--- src/rtl/barrel_unshift.sv ---
// Sequential inverse of the byte rotator: undoes an amt-position rotation one bit per clock.
// Define BARREL_UNSHIFT_FAST_EN to rotate two bits per clock while at least two remain.
module barrel_unshift #(
    parameter int unsigned W  = 8,
    parameter int unsigned AW = 3
) (
    input  logic          clk,
    input  logic          reset,
    input  logic          start,
    input  logic [W-1:0]  a,
    input  logic [AW-1:0] amt,
    input  logic          direction,
    output logic          ready,
    output logic          done,
    output logic [W-1:0]  y
);

    typedef enum logic [1:0] {
        StIdle,
        StShift,
        StDone
    } state_e;

    state_e        state_q, state_d;
    logic [W-1:0]  wr_q, wr_d;
    logic [W-1:0]  y_q, y_d;
    logic [AW-1:0] cnt_q, cnt_d;
    logic          dl_q, dl_d;
    logic [W-1:0]  wr_rot;
    logic [AW-1:0] cnt_nxt;

    // One step of the inverse rotation: opposite to the latched original direction.
    always_comb begin
`ifdef BARREL_UNSHIFT_FAST_EN
        if (cnt_q >= AW'(2)) begin
            wr_rot  = dl_q ? {wr_q[1:0], wr_q[W-1:2]} : {wr_q[W-3:0], wr_q[W-1:W-2]};
            cnt_nxt = cnt_q - AW'(2);
        end else begin
            wr_rot  = dl_q ? {wr_q[0], wr_q[W-1:1]} : {wr_q[W-2:0], wr_q[W-1]};
            cnt_nxt = cnt_q - AW'(1);
        end
`else
        wr_rot  = dl_q ? {wr_q[0], wr_q[W-1:1]} : {wr_q[W-2:0], wr_q[W-1]};
        cnt_nxt = cnt_q - AW'(1);
`endif
    end

    always_comb begin
        state_d = state_q;
        wr_d    = wr_q;
        y_d     = y_q;
        cnt_d   = cnt_q;
        dl_d    = dl_q;
        unique case (state_q)
            StIdle: begin
                if (start) begin
                    wr_d  = a;
                    cnt_d = amt;
                    dl_d  = direction;
                    if (amt == '0) begin
                        state_d = StDone;
                        y_d     = a;
                    end else begin
                        state_d = StShift;
                    end
                end
            end
            StShift: begin
                wr_d  = wr_rot;
                cnt_d = cnt_nxt;
                if (cnt_nxt == '0) begin
                    state_d = StDone;
                    y_d     = wr_rot;
                end
            end
            StDone: begin
                state_d = StIdle;
            end
            default: begin
                state_d = StIdle;
            end
        endcase
    end

    always_ff @(posedge clk or posedge reset) begin
        if (reset) begin
            state_q <= StIdle;
            wr_q    <= '0;
            y_q     <= '0;
            cnt_q   <= '0;
            dl_q    <= 1'b0;
        end else begin
            state_q <= state_d;
            wr_q    <= wr_d;
            y_q     <= y_d;
            cnt_q   <= cnt_d;
            dl_q    <= dl_d;
        end
    end

    assign ready = (state_q == StIdle);
    assign done  = (state_q == StDone);
    assign y     = y_q;

endmodule

--- config.mk ---
export PLATFORM = sky130hd
export DESIGN_NAME = barrel_unshift
export DESIGN_NICKNAME = d
export VERILOG_FILES = /design/src/rtl/barrel_unshift.sv
export SDC_FILE = /design/constraint.sdc
export NUM_CORES = 1
export LEC_CHECK = 0
export ABC_AREA = 1
export CAP_MARGIN = 0
export CORE_UTILIZATION = 53
export DETAILED_ROUTE_END_ITERATION = 7
export GPL_TIMING_DRIVEN = 0
export PLACE_DENSITY_LB_ADDON = 0.15
export SLEW_MARGIN = 20
export SYNTH_ARGS = -nofsm -noshare
export SYNTH_HDL_FRONTEND = slang
export SYNTH_SLANG_ARGS = --single-unit
--- constraint.sdc ---
create_clock -name clk -period 2.6 [get_ports clk]
set_input_delay 0.39 -clock clk [delete_from_list [all_inputs] [get_ports clk]]
set_output_delay 0.39 -clock clk [all_outputs]
set_load 0.02 [all_outputs]
; ---- Yosys cells after proc, flatten, opt, wreduce, memory -nomap -nowiden
; Index checks and enable logic that the tools add are counted.
[word_totals]
input_bits = 15
ramBits = 0
n_memories = 0
wordCells = 32
latch_bits = 0
output_inout_bits = 10
reg_bits = 22
rom_bits = 0
[classes]
n_eq_ne = 5
shifts = 0
n_lt_le_gt_ge = 0
add_sub_neg = 1
bitwise = 0
n_mul = 0
muxes = 13
div = 0
n_reduce_logical = 8
[op_table]
columns = op, count
row1 = $mux 8, 5
row2 = $pmux 8 s2, 2
row3 = $logic_not 3->1, 2
row4 = $mux 2, 3
row5 = $pmux 3 s2, 1
row6 = $reduce_and 2->1, 3
row7 = $ne 2x2->1 const B, 2
row8 = $pmux 2 s2, 1
row9 = $reduce_and 4->1, 1
row10 = $mux 3, 1
row11 = $sub 3x1->3 const B, 1
row12 = $eq 2x1->1 const B, 1
row13 = $eq 2x2->1 const B, 1
row14 = $logic_not 2->1, 1
row15 = $ne 2x1->1 const B, 1
row16 = $reduce_bool 2->1, 1

; ---- Depth between registers and ports, before layout
; Gate-level depths: netlist (run 1).
[depth]
ltp_word = 4
mapped_depth = 9
mapped_depth_nobuf = 9

; ---- Worst setup path after synthesis (run 1)
; No wires, ideal clock.
[synth_timing]
path_kind = register to register
startpoint = reg cnt_q[0]
endpoint = reg y_q[0] (netlist: y[0])
slack_ns = 1.382
n_path_buf = 0
t_arrival_ns = 1.101
setup_time_ns = 0.117
t_required_ns = 2.483
stages_incl_launch_ff = 10
synth_period_minus_slack_ns = 1.218
path_cell_list = dfrtp_1 -> inv_1 -> ha_1 -> inv_1 -> nand2_1 -> nand3_1 -> nand2_4 -> nand2_4 -> nand2_1 -> nand2_1
[synth_via]
elab_chain_cells = 4
[synth_rtl]
columns = item, line
row1 = start: declaration, 27  ; logic [AW-1:0] cnt_q, cnt_d;
row2 = start signal: assignment, 96  ; cnt_q <= cnt_d;
row3 = $sub 3x1->3, 44  ; cnt_nxt = cnt_q - AW'(1);
row4 = $logic_not 3->1, 71  ; if (cnt_nxt == '0) begin
row5 = $ne 2x2->1 (no line), -
row6 = $reduce_and 4->1 (no line), -
row7 = end signal: assignment, 95  ; y_q <= y_d;
row8 = end: declaration, 26  ; logic [W-1:0] y_q, y_d;
; No other way between the ends.
; A chain may end at the register's enable or synchronous reset.

; ---- Worst setup path after layout (run 1)
[layout_timing]
startpoint = reg state_q[0]
endpoint = out ready
[layout_via]
elab_chain_cells = 1
[layout_rtl]
columns = item, line
row1 = start: declaration, 24  ; state_e state_q, state_d;
row2 = start signal: assignment, 87  ; state_q <= StIdle;
row3 = start signal: assignment, 93  ; state_q <= state_d;
row4 = $logic_not 2->1, 101  ; assign ready = (state_q == StIdle);
row5 = end: declaration, 13  ; output logic ready,
; No other way between the ends.

==> qor.csv, run 1 <==
stage,metric,value,unit
route,Iteration-0 DRC Markers,52,
worst_setup_path,delay of the slowest critical-path stage,0.61,ns
logic_synthesis,Post-synth ARST share,1.00,
timing,Final Hold Vio Count,0,
route,vias per std cell,4.98,
clock_tree,"Clk pin slew, worst setup/hold paths",0.12,ns
power_and_ir_drop,Pwr per Cell Area,1260,nW/um2
power_and_ir_drop,Peak VDD IR,0.932,mV
place,Placed Cells,217,
clock_tree,clk_lat worst skew,0.31,ns
logic_synthesis,main flop type after synthesis,dfrtp_1,
logic_synthesis,Post-Synthesis Cells,166,
clock_tree,CTS max path bufs,2,
clock_tree,CTS tree,done,
place,Port Buf Inserts,24,
finish,P&R area growth vs syn,24.9,%
floorplanning,Core ar.,2040,um2
clock_tree,post-cts resize count,0,
global_route,initial antenna violation count,0,
place,hpwl dp,1840,um
worst_setup_path,"Slowest-stage cell, CP",clkdlybuf4s50_1,
status,status,finished clean,
clock_tree,CTS root buffer,clkbuf_4,
route,DRC,0,
clock_tree,Post-CTS Setup Repair Bufs,0,
global_route,GRT overflow,0,
logic_synthesis,flip-flop and latch count after synthesis,22,
clock_tree,Sink Count,22,
global_route,met3 GRT Util,0.0343,
finish,multi-input logic area,561,um2
timing,relative slew slack,0.456,
timing,final setup fails,0,
route,via count,1095,
global_route,total track usage,0.224,
worst_setup_path,CP arrival,1.51,ns
clock_tree,H-tree depth,1,
global_route,largest net degree at the start of global routing,23,
route,Avg WL per Cell,11.0,um
logic_synthesis,Yosys cell types,17,
floorplanning,Rows,16,
finish,Layout Nets,212,
power_and_ir_drop,switching power,0.882,mW
power_and_ir_drop,switching share of power,0.472,
global_route,vias in the first global route,978,
route,Post-DRT Antenna Nets,0,
floorplanning,die height,49.4,um
global_route,first-pass GRT wire length,4210,um
logic_synthesis,"EDFF count, synth",0,
power_and_ir_drop,Leak,0.823,nW
timing,Final Skew,0.00893,ns
clock_tree,CTS hold repair buffers,0,
logic_synthesis,Ys Warns,0,
worst_setup_path,CP max FO,3,
logic_synthesis,Synthesized Nets,183,
finish,Post-Layout Cell Count,220,
power_and_ir_drop,Combinational Power Share,0.589,
logic_synthesis,"Seq/Total Area, Yosys",0.463,
timing,Final Critical Period,1.90,ns
route,drt first pass iters,4,
finish,ANT cells,0,
finish,layout cells sized above 1,0.0933,
floorplanning,chip width,49.4,um
worst_setup_path,r2r setup slk,1.21,ns
min_path,Worst Hold Class,flip-flop to flip-flop,
timing,Worst-Margin Slew,0.815,ns
route,final wirelength,2430,um
floorplanning,initial core utilization,0.583,
floorplanning,Die Outline Area,2440,um2
finish,Seq. cell area,551,um2
logic_synthesis,post-synthesis area per instance,7.17,um2
worst_setup_path,startpoint class of the critical path,flip-flop,
power_and_ir_drop,internal power,0.986,mW
worst_setup_path,CP Data Required Time,2.21,ns
finish,fillers,173,
power_and_ir_drop,Reg power frac,0.330,
worst_setup_path,WS Path Type,flip-flop to output pin,
worst_setup_path,Worst Path Buf+Inv,1,
timing,Fin Setup TNS,0,ns
timing,"Slew Viols, Final",0,
place,GP Congestion,0.901,
global_route,met2 Usage GRT,0.363,
worst_setup_path,crit-path leading delay family,buffers and inverters,
worst_setup_path,crit path cell chain,nor2_2 -> clkdlybuf4s50_1,
worst_setup_path,Critical Path Sink Type,output pin,
floorplanning,I/O Pins,25,
global_route,GRT busiest layer,met2,
timing,setup repair after global routing missed its margin,false,
timing,Final period util,0.732,
power_and_ir_drop,clock network power share,0.081,
job,max_cap viols,0,
global_route,GR Util met1,0.309,
clock_tree,CTS Buf Count,3,
logic_synthesis,Mapped Area,1190,um2
timing,highest clock rate,525,MHz
[power by group through the flow]
stage	combinational, mW	clock [mW]	sequential [mW]
CTS	1.10	0.157	0.614
global route	1.24	0.168	0.640
global placement	1.07	0	0.615
detailed placement	1.09	0	0.622
floorplan	0.715	0	0.672
finish	1.10	0.151	0.616
[path summary, 6_finish.rpt]
check / endpoint / cells after the start / from
min in group asynchronous: state_q[0] / 2 / reset
min: y[4] / 2 / y[4]
max: ready / 2 / state_q[0]
max in group asynchronous: wr_q[0] / 2 / reset
min reg2reg: y[4] / 2 / y[4]
max reg2reg: y[6] / 9 / cnt_q[0]
[metal layers]
metal / part of all wire / wire [um] / up-vias
met3: 0.070 / 170 / 4
met4: 0.010 / 25 / 0
met1: 0.46 / 1110 / 485
met2: 0.46 / 1120 / 42
met5: 0 / 0 / -
li1: - / - / 564
[layout make-up]
type                    count  share of cell area
flip-flops and latches     22               0.370
clock buffers               3              0.0152
repair buffers             24               0.162
inverters                  13              0.0345
well taps                  27              0.0227
plain buffers               3              0.0185
multi-input cells         128               0.377
[per-stage QoR]
step | worst slack (ns) | util | instance area (um2) | power, mW | hold slack [ns]
after floorplan | 1.38 | - | 1190 | 1.39 | 0.379
after global placement | 0.993 | 0.717 | 1460 | 1.68 | 0.453
after detailed placement | 0.972 | 0.717 | 1460 | 1.71 | 0.459
after global routing | 0.622 | 0.728 | 1490 | 2.05 | 0.518
after CTS | 0.687 | 0.728 | 1490 | 1.87 | 0.488
final | 0.696 | 0.728 | 1490 | 1.87 | 0.483
[registers in the layout, indices dropped and copies added (netlist names)]
signal	flops
cnt_q	3
state_q	2
wr_q	8
dl_q	1
y	8
[placed cells by master, fill, tap and decap left out]
cell              n
nand2_2           3
nor3_1            1
nand2_1          98
o211ai_2          1
buf_6             2
inv_2             3
dfrtp_1          22
o21ai_0           5
clkdlybuf4s50_1  24
nand3_1          10
buf_2             1
inv_4             1
o21ai_1           1
nor2_1            3
ha_1              2
inv_1             9
clkbuf_4          3
nor2_2            1
nand2_4           3
[worst register-to-register path, stage by stage (launching register included)]
cell and delay, ns:
dfrtp_1 0.41, inv_1 0.08, ha_1 0.16, inv_1 0.04, nand2_1 0.07, nand3_1 0.13
nand2_4 0.15, nand2_4 0.10, nand2_1 0.09, nand2_1 0.05
[synthesized netlist by cell type, types with 2 or more instances]
cell type	number	area, um2
buf_6	2	22.5
dfrtp_1	22	551
ha_1	2	25.0
inv_1	9	33.8
inv_2	3	11.3
nand2_1	98	368
nand2_2	3	18.8
nand2_4	3	33.8
nand3_1	10	50.1
nor2_1	3	11.3
o21ai_0	5	25.0
[kinds of logic after synthesis]
group                    after synthesis  synth area share
flip-flops                            22             0.463
adder cells (fa/ha/maj)                2            0.0210
AND/OR/NAND/NOR                      119             0.414
buffers and inverters                 16            0.0662
AO/OA/AOI/OAI                          7            0.0357
Power figures use the tool's default switching activity.
==> run 2: changes to the inputs <==
- CORE_UTILIZATION: 53 -> 50
- clock period: 2.6 -> 1.9 ns (I/O delays scaled with it)
==> qor.csv, run 2 (synthesis results as in run 1) <==
stage,metric,value,unit,change
global_route,GRT overflow,0,,unchanged
route,Avg WL per Cell,11.8,um,+6.9%
worst_setup_path,"Slowest-stage cell, CP",clkdlybuf4s50_1,,
place,Port Buf Inserts,24,,unchanged
timing,Fin Setup TNS,0,ns,unchanged
timing,Final Hold Vio Count,0,,unchanged
power_and_ir_drop,Reg power frac,0.310,,-0.020
power_and_ir_drop,switching power,1.24,mW,+40%
finish,P&R area growth vs syn,27.6,%,
global_route,GRT busiest layer,met2,,
clock_tree,"Clk pin slew, worst setup/hold paths",0.13,ns,about the same
power_and_ir_drop,Leak,0.837,nW,+1.7%
timing,Worst-Margin Slew,0.848,ns,+0.0332 ns
route,via count,1094,,-0.091%
finish,final instance area,1520,um2,+2.1%
power_and_ir_drop,Combinational Power Share,0.557,,-0.032
clock_tree,CTS hold repair buffers,0,,unchanged
route,vias per std cell,4.93,,-0.99%
clock_tree,clk_lat worst skew,0.31,ns,about the same
global_route,first-pass GRT wire length,4490,um,+6.7%
timing,Final Skew,0.00135,ns,-0.00758 ns
power_and_ir_drop,clock network power share,0.133,,+0.052
finish,"commonest non-fill, non-tap cell in the layout",nand2_1,,
global_route,GR Util met1,0.295,,-0.0139
floorplanning,I/O Pins,25,,unchanged
worst_setup_path,crit path cell chain,nor2_2 -> clkdlybuf4s50_1,,
finish,fillers,198,,+14%
power_and_ir_drop,Peak VDD IR,1.23,mV,+32%
clock_tree,CTS Buf Count,3,,unchanged
place,hpwl dp,1930,um,+4.6%
power_and_ir_drop,switching share of power,0.454,,-0.0184
route,Iteration-0 DRC Markers,22,,-58%
timing,"Slew Viols, Final",0,,unchanged
clock_tree,Sink Count,22,,unchanged
worst_setup_path,CP max FO,3,,unchanged
timing,final setup fails,0,,unchanged
job,max_cap viols,0,,unchanged
floorplanning,Die Outline Area,2580,um2,+5.8%
floorplanning,die height,50.8,um,+2.8%
finish,ANT cells,0,,unchanged
timing,Final Critical Period,1.81,ns,
power_and_ir_drop,Pwr per Cell Area,1800,nW/um2,+43%
global_route,met3 GRT Util,0.0364,,+0.00210
floorplanning,initial core utilization,0.533,,-0.0499
global_route,met2 Usage GRT,0.416,,+0.0525
status,status,finished clean,,
worst_setup_path,Critical Path Sink Type,output pin,,
floorplanning,chip width,50.8,um,+2.8%
clock_tree,CTS tree,done,,
worst_setup_path,WS Path Type,flip-flop to output pin,,
finish,most frequent cells in the layout,"nand2_1, clkdlybuf4s50_1, dfrtp_1, nand3_1, inv_1",,
global_route,vias in the first global route,1051,,+7.5%
min_path,Worst Hold Class,primary input to async pin,,
worst_setup_path,delay of the slowest critical-path stage,0.61,ns,about the same
worst_setup_path,crit-path leading delay family,buffers and inverters,,
route,Post-DRT Antenna Nets,0,,unchanged
finish,Seq. cell area,551,um2,unchanged
route,DRC,0,,unchanged
power_and_ir_drop,internal power,1.49,mW,+51%
worst_setup_path,startpoint class of the critical path,flip-flop,,
finish,multi-input logic area,561,um2,unchanged
clock_tree,CTS max path bufs,2,,unchanged
worst_setup_path,Worst Path Buf+Inv,1,,unchanged
place,GP Congestion,0.813,,-9.8%
clock_tree,CTS root buffer,clkbuf_4,,
place,Area after DPL,1470,um2,about the same
global_route,total track usage,0.241,,+0.0171
timing,setup repair after global routing missed its margin,false,,
clock_tree,H-tree depth,1,,unchanged
floorplanning,Core ar.,2230,um2,+9.4%
finish,Layout Nets,212,,unchanged
clock_tree,Post-CTS Setup Repair Bufs,0,,unchanged
timing,highest clock rate,554,MHz,
route,final wirelength,2620,um,+7.9%
timing,relative slew slack,0.434,,-0.0222
global_route,initial antenna violation count,0,,unchanged
floorplanning,Rows,17,,+1
global_route,largest net degree at the start of global routing,23,,unchanged
clock_tree,post-cts resize count,0,,unchanged
route,drt first pass iters,4,,unchanged
timing,Final period util,0.950,,
worst_setup_path,CP arrival,1.52,ns,about the same
finish,layout cells sized above 1,0.0979,,+0.00467
worst_setup_path,CP Data Required Time,1.62,ns,-0.59 ns
[run 2: worst paths after layout]
check / from / end / slack, ns / depth (start not counted)
min in group clk: y[3] / y[3] / 0.49 / 2
max in group asynchronous: reset / wr_q[0] / 0.95 / 2
worst min-delay path: reset / state_q[1] / 0.44 / 2
worst max-delay path: state_q[0] / ready / 0.09 / 2
worst min register to register: y[3] / y[3] / 0.49 / 2
worst max register to register: cnt_q[0] / y[0] / 0.53 / 9
[run 2: through the flow]
step / hold slack (ns) / setup slack, ns / util / std cells / power, mW
final: 0.435 / 0.0941 / 0.680 / 222 / 2.72
after global routing: 0.489 / 0.0323 / 0.680 / 222 / 2.98
after CTS: 0.471 / 0.0804 / 0.680 / 222 / 2.75
after detailed placement: 0.458 / 0.322 / 0.656 / 218 / 2.37
after global placement: 0.456 / 0.394 / 0.656 / 218 / 2.32
after floorplan: 0.274 / 0.682 / - / 166 / 1.90
[run 2: final cells by class]
| type | count | area share |
|---|---|---|
| Multi-Input combinational cell | 128 | 0.369 |
| Sequential cell | 22 | 0.363 |
| Timing Repair Buffer | 24 | 0.158 |
| Inverter | 13 | 0.0338 |
| Tap cell | 28 | 0.0231 |
| Clock inverter | 1 | 0.0198 |
| Buffer | 3 | 0.0181 |
| Clock buffer | 3 | 0.0148 |
[run 2: power groups by stage]
| stage | sequential (mW) | combinational, mW | clock [mW] |
|---|---|---|---|
| global placement | 0.842 | 1.48 | 0 |
| detailed placement | 0.851 | 1.52 | 0 |
| floorplan | 0.920 | 0.978 | 0 |
| finish | 0.845 | 1.52 | 0.362 |
| global route | 0.873 | 1.72 | 0.390 |
| CTS | 0.843 | 1.54 | 0.368 |
[run 2: metal layers]
layer	vias to the layer above	share of wire
met2	21	0.50
met5	-	0
met3	2	0.034
met4	0	0.0065
li1	562	-
met1	509	0.46
[run 2: worst reg2reg max path, stage by stage, from the launching register on]
cell	delay, ns
dfrtp_1	0.42
inv_1	0.09
ha_1	0.16
inv_1	0.04
nand2_1	0.07
nand3_1	0.12
nand2_4	0.15
nand2_4	0.10
nand2_1	0.08
nand2_1	0.05
==> run 3: changes to the inputs <==
- ABC_AREA: 1 -> unset
- CORE_UTILIZATION: 50 -> 49
==> qor.csv, run 3 <==
stage,metric,value,unit,change
timing,Final Critical Period,1.73,ns,-0.0730 ns
finish,Post-Layout Cell Count,169,,-24%
global_route,initial antenna violation count,0,,unchanged
logic_synthesis,Synthesized Nets,131,,-28%
floorplanning,die height,50.9,um,+0.26%
finish,Layout Nets,160,,-25%
timing,Final Skew,0.00217,ns,+0.000813 ns
floorplanning,Core ar.,2230,um2,unchanged
timing,relative slew slack,0.442,,+0.00833
clock_tree,"Clk pin slew, worst setup/hold paths",0.11,ns,-0.02 ns
timing,Fin Setup TNS,0,ns,unchanged
logic_synthesis,Synth area leaders,"dfrtp_1, mux2i_1, a21oi_1",,
logic_synthesis,most frequent cell after synthesis,dfrtp_1,,
timing,setup repair after global routing missed its margin,false,,
timing,final setup fails,0,,unchanged
clock_tree,CTS root buffer,clkbuf_4,,
worst_setup_path,CP max FO,9,,+6
finish,most frequent cells in the layout,"dfrtp_1, clkdlybuf4s50_1, mux2i_1, inv_1",,
floorplanning,initial core utilization,0.525,,-0.00784
logic_synthesis,"EDFF count, synth",0,,unchanged
global_route,vias in the first global route,856,,-19%
clock_tree,Sink Count,22,,unchanged
place,hpwl dp,1600,um,-17%
logic_synthesis,Mapped Area,1170,um2,-1.5%
route,vias per std cell,5.12,,+4.0%
floorplanning,Die Outline Area,2590,um2,+0.51%
place,GP Congestion,0.743,,-8.6%
worst_setup_path,WS Path Type,flip-flop to flip-flop,,
timing,"Slew Viols, Final",0,,unchanged
timing,Final Hold Vio Count,0,,unchanged
power_and_ir_drop,Pwr per Cell Area,1680,nW/um2,-6.5%
timing,Worst-Margin Slew,0.835,ns,-0.0125 ns
clock_tree,CTS hold repair buffers,0,,unchanged
logic_synthesis,Ys Warns,0,,unchanged
floorplanning,I/O Pins,25,,unchanged
global_route,first-pass GRT wire length,3710,um,-18%
logic_synthesis,post-synthesis area per instance,10.3,um2,+43%
logic_synthesis,cell taking the most area after synthesis,dfrtp_1,,
logic_synthesis,main flop type after synthesis,dfrtp_1,,
worst_setup_path,CP Data Required Time,2.10,ns,+0.48 ns
logic_synthesis,flip-flop and latch count after synthesis,22,,unchanged
global_route,largest net degree at the start of global routing,23,,unchanged
job,max_cap viols,0,,unchanged
place,Port Buf Inserts,24,,unchanged
place,Placed Cells,166,,-24%
finish,layout cells sized above 1,0.142,,+0.0439
timing,highest clock rate,577,MHz,+4.2%
clock_tree,post-cts resize count,2,,+2
min_path,Worst Hold Class,primary input to async pin,,
floorplanning,chip width,50.9,um,+0.26%
clock_tree,clk_lat worst skew,0.30,ns,about the same
logic_synthesis,"Seq/Total Area, Yosys",0.470,,+0.00691
global_route,GRT overflow,0,,unchanged
route,Avg WL per Cell,12.7,um,+7.5%
logic_synthesis,Yosys cell types,28,,+11
clock_tree,Post-CTS Setup Repair Bufs,0,,unchanged
logic_synthesis,Post-Synthesis Cells,114,,-31%
finish,final instance area,1470,um2,-3.3%
power_and_ir_drop,Final Power,2.46,mW,-9.6%
status,status,finished clean,,
logic_synthesis,Synth top area share,0.470,,+0.00691
route,via count,866,,-21%
logic_synthesis,Post-synth ARST share,1.00,,unchanged
worst_setup_path,startpoint class of the critical path,flip-flop,,
route,Post-DRT Antenna Nets,0,,unchanged
place,Area after DPL,1450,um2,-1.2%
clock_tree,CTS tree,done,,
power_and_ir_drop,Leak,0.671,nW,-20%
worst_setup_path,CP arrival,1.93,ns,+0.41 ns
worst_setup_path,Critical Path Sink Type,flip-flop,,
logic_synthesis,synth cell count leaders,"dfrtp_1, mux2i_1, inv_1, a21oi_1, o21ai_1",,
route,Iteration-0 DRC Markers,6,,-73%
power_and_ir_drop,Peak VDD IR,0.851,mV,-31%
floorplanning,Rows,17,,unchanged
clock_tree,CTS max path bufs,2,,unchanged
route,DRC,0,,unchanged
route,final wirelength,2140,um,-18%
finish,P&R area growth vs syn,25.2,%,
timing,Final period util,0.912,,-0.0384
clock_tree,CTS Buf Count,3,,unchanged
finish,ANT cells,0,,unchanged
clock_tree,H-tree depth,1,,unchanged
global_route,total track usage,0.189,,-0.0515
route,drt first pass iters,4,,unchanged
timing,hold_ws,0.435,ns,-0.000117 ns
==> run 3: cell count changes after synthesis, sizes merged, moves of 2 or more <==
cell   change
nand2     -94
mux2i     +14
a21oi     +10
nand3     -10
o21ai      +6
mux2       +5
nor2       +5
buf        +4
inv        -2
nor2b      +2
==> run 3: cell type report <==
class	instances	area, um2
flip-flops and latches	22	551
multi-input cells	74	531
clock buffers	3	22.5
inverters	11	41.3
fillers	189	766
plain buffers	7	50.0
well taps	28	35.0
repair buffers	24	238
==> run 3: power by group <==
| part | leakage [nW] | switching, mW | total [mW] | internal (mW) |
|---|---|---|---|---|
| Clock | 0.0138 | 0.133 | 0.207 | 0.0739 |
| Combinational | 0.388 | 0.730 | 1.42 | 0.686 |
| Sequential | 0.270 | 0.144 | 0.842 | 0.698 |
| Total | 0.671 | 1.01 | 2.46 | 1.46 |
==> run 3: kinds of logic (layout without fill, tap and decap cells) <==
kind of cell / count (synthesis) / after routing / synth area share
DFF: 22 / 22 / 0.470
xor gates and xnor gates: 1 / 1 / 0.00747
muxes: 19 / 19 / 0.174
buffers and inverters: 18 / 45 / 0.0779
AOI/OAI and AO/OA: 27 / 27 / 0.138
and+or+nand+nor: 25 / 25 / 0.112
adders and majority gates: 2 / 2 / 0.0213
==> run 3: path summary, 6_finish.rpt <==
kind	startpoint	to	slack, ns	cells after the start
min in group clk	cnt_q[0]	cnt_q[0]	0.52	1
max	cnt_q[0]	y[6]	0.17	7
max reg2reg	cnt_q[0]	y[6]	0.17	7
min	reset	y[2]	0.43	2
max in group asynchronous	reset	wr_q[6]	0.95	2
min reg2reg	cnt_q[0]	cnt_q[0]	0.52	1
==> run 3: worst max-delay path: stages (launching register included) <==
cell	delay (ns)
dfrtp_1	0.40
inv_1	0.06
ha_1	0.23
xnor2_1	0.18
nand2_1	0.11
o22ai_2	0.16
buf_6	0.18
mux2_4	0.31
==> run 3: per-stage QoR <==
step            util  setup slack [ns]
2_1_floorplan      -             0.329
3_3_place_gp   0.648            0.0475
3_5_place_dp   0.648            0.0283
4_1_cts        0.657             0.148
5_1_grt        0.657            0.0170
6_report       0.657             0.167
==> run 3: metal layers <==
metal	global-route usage	wire, um	up-vias
met5	0	0	-
met4	0.0602	27	0
met3	0.0298	62	4
met2	0.316	1010	16
met1	0.250	1050	408
li1	-	-	438
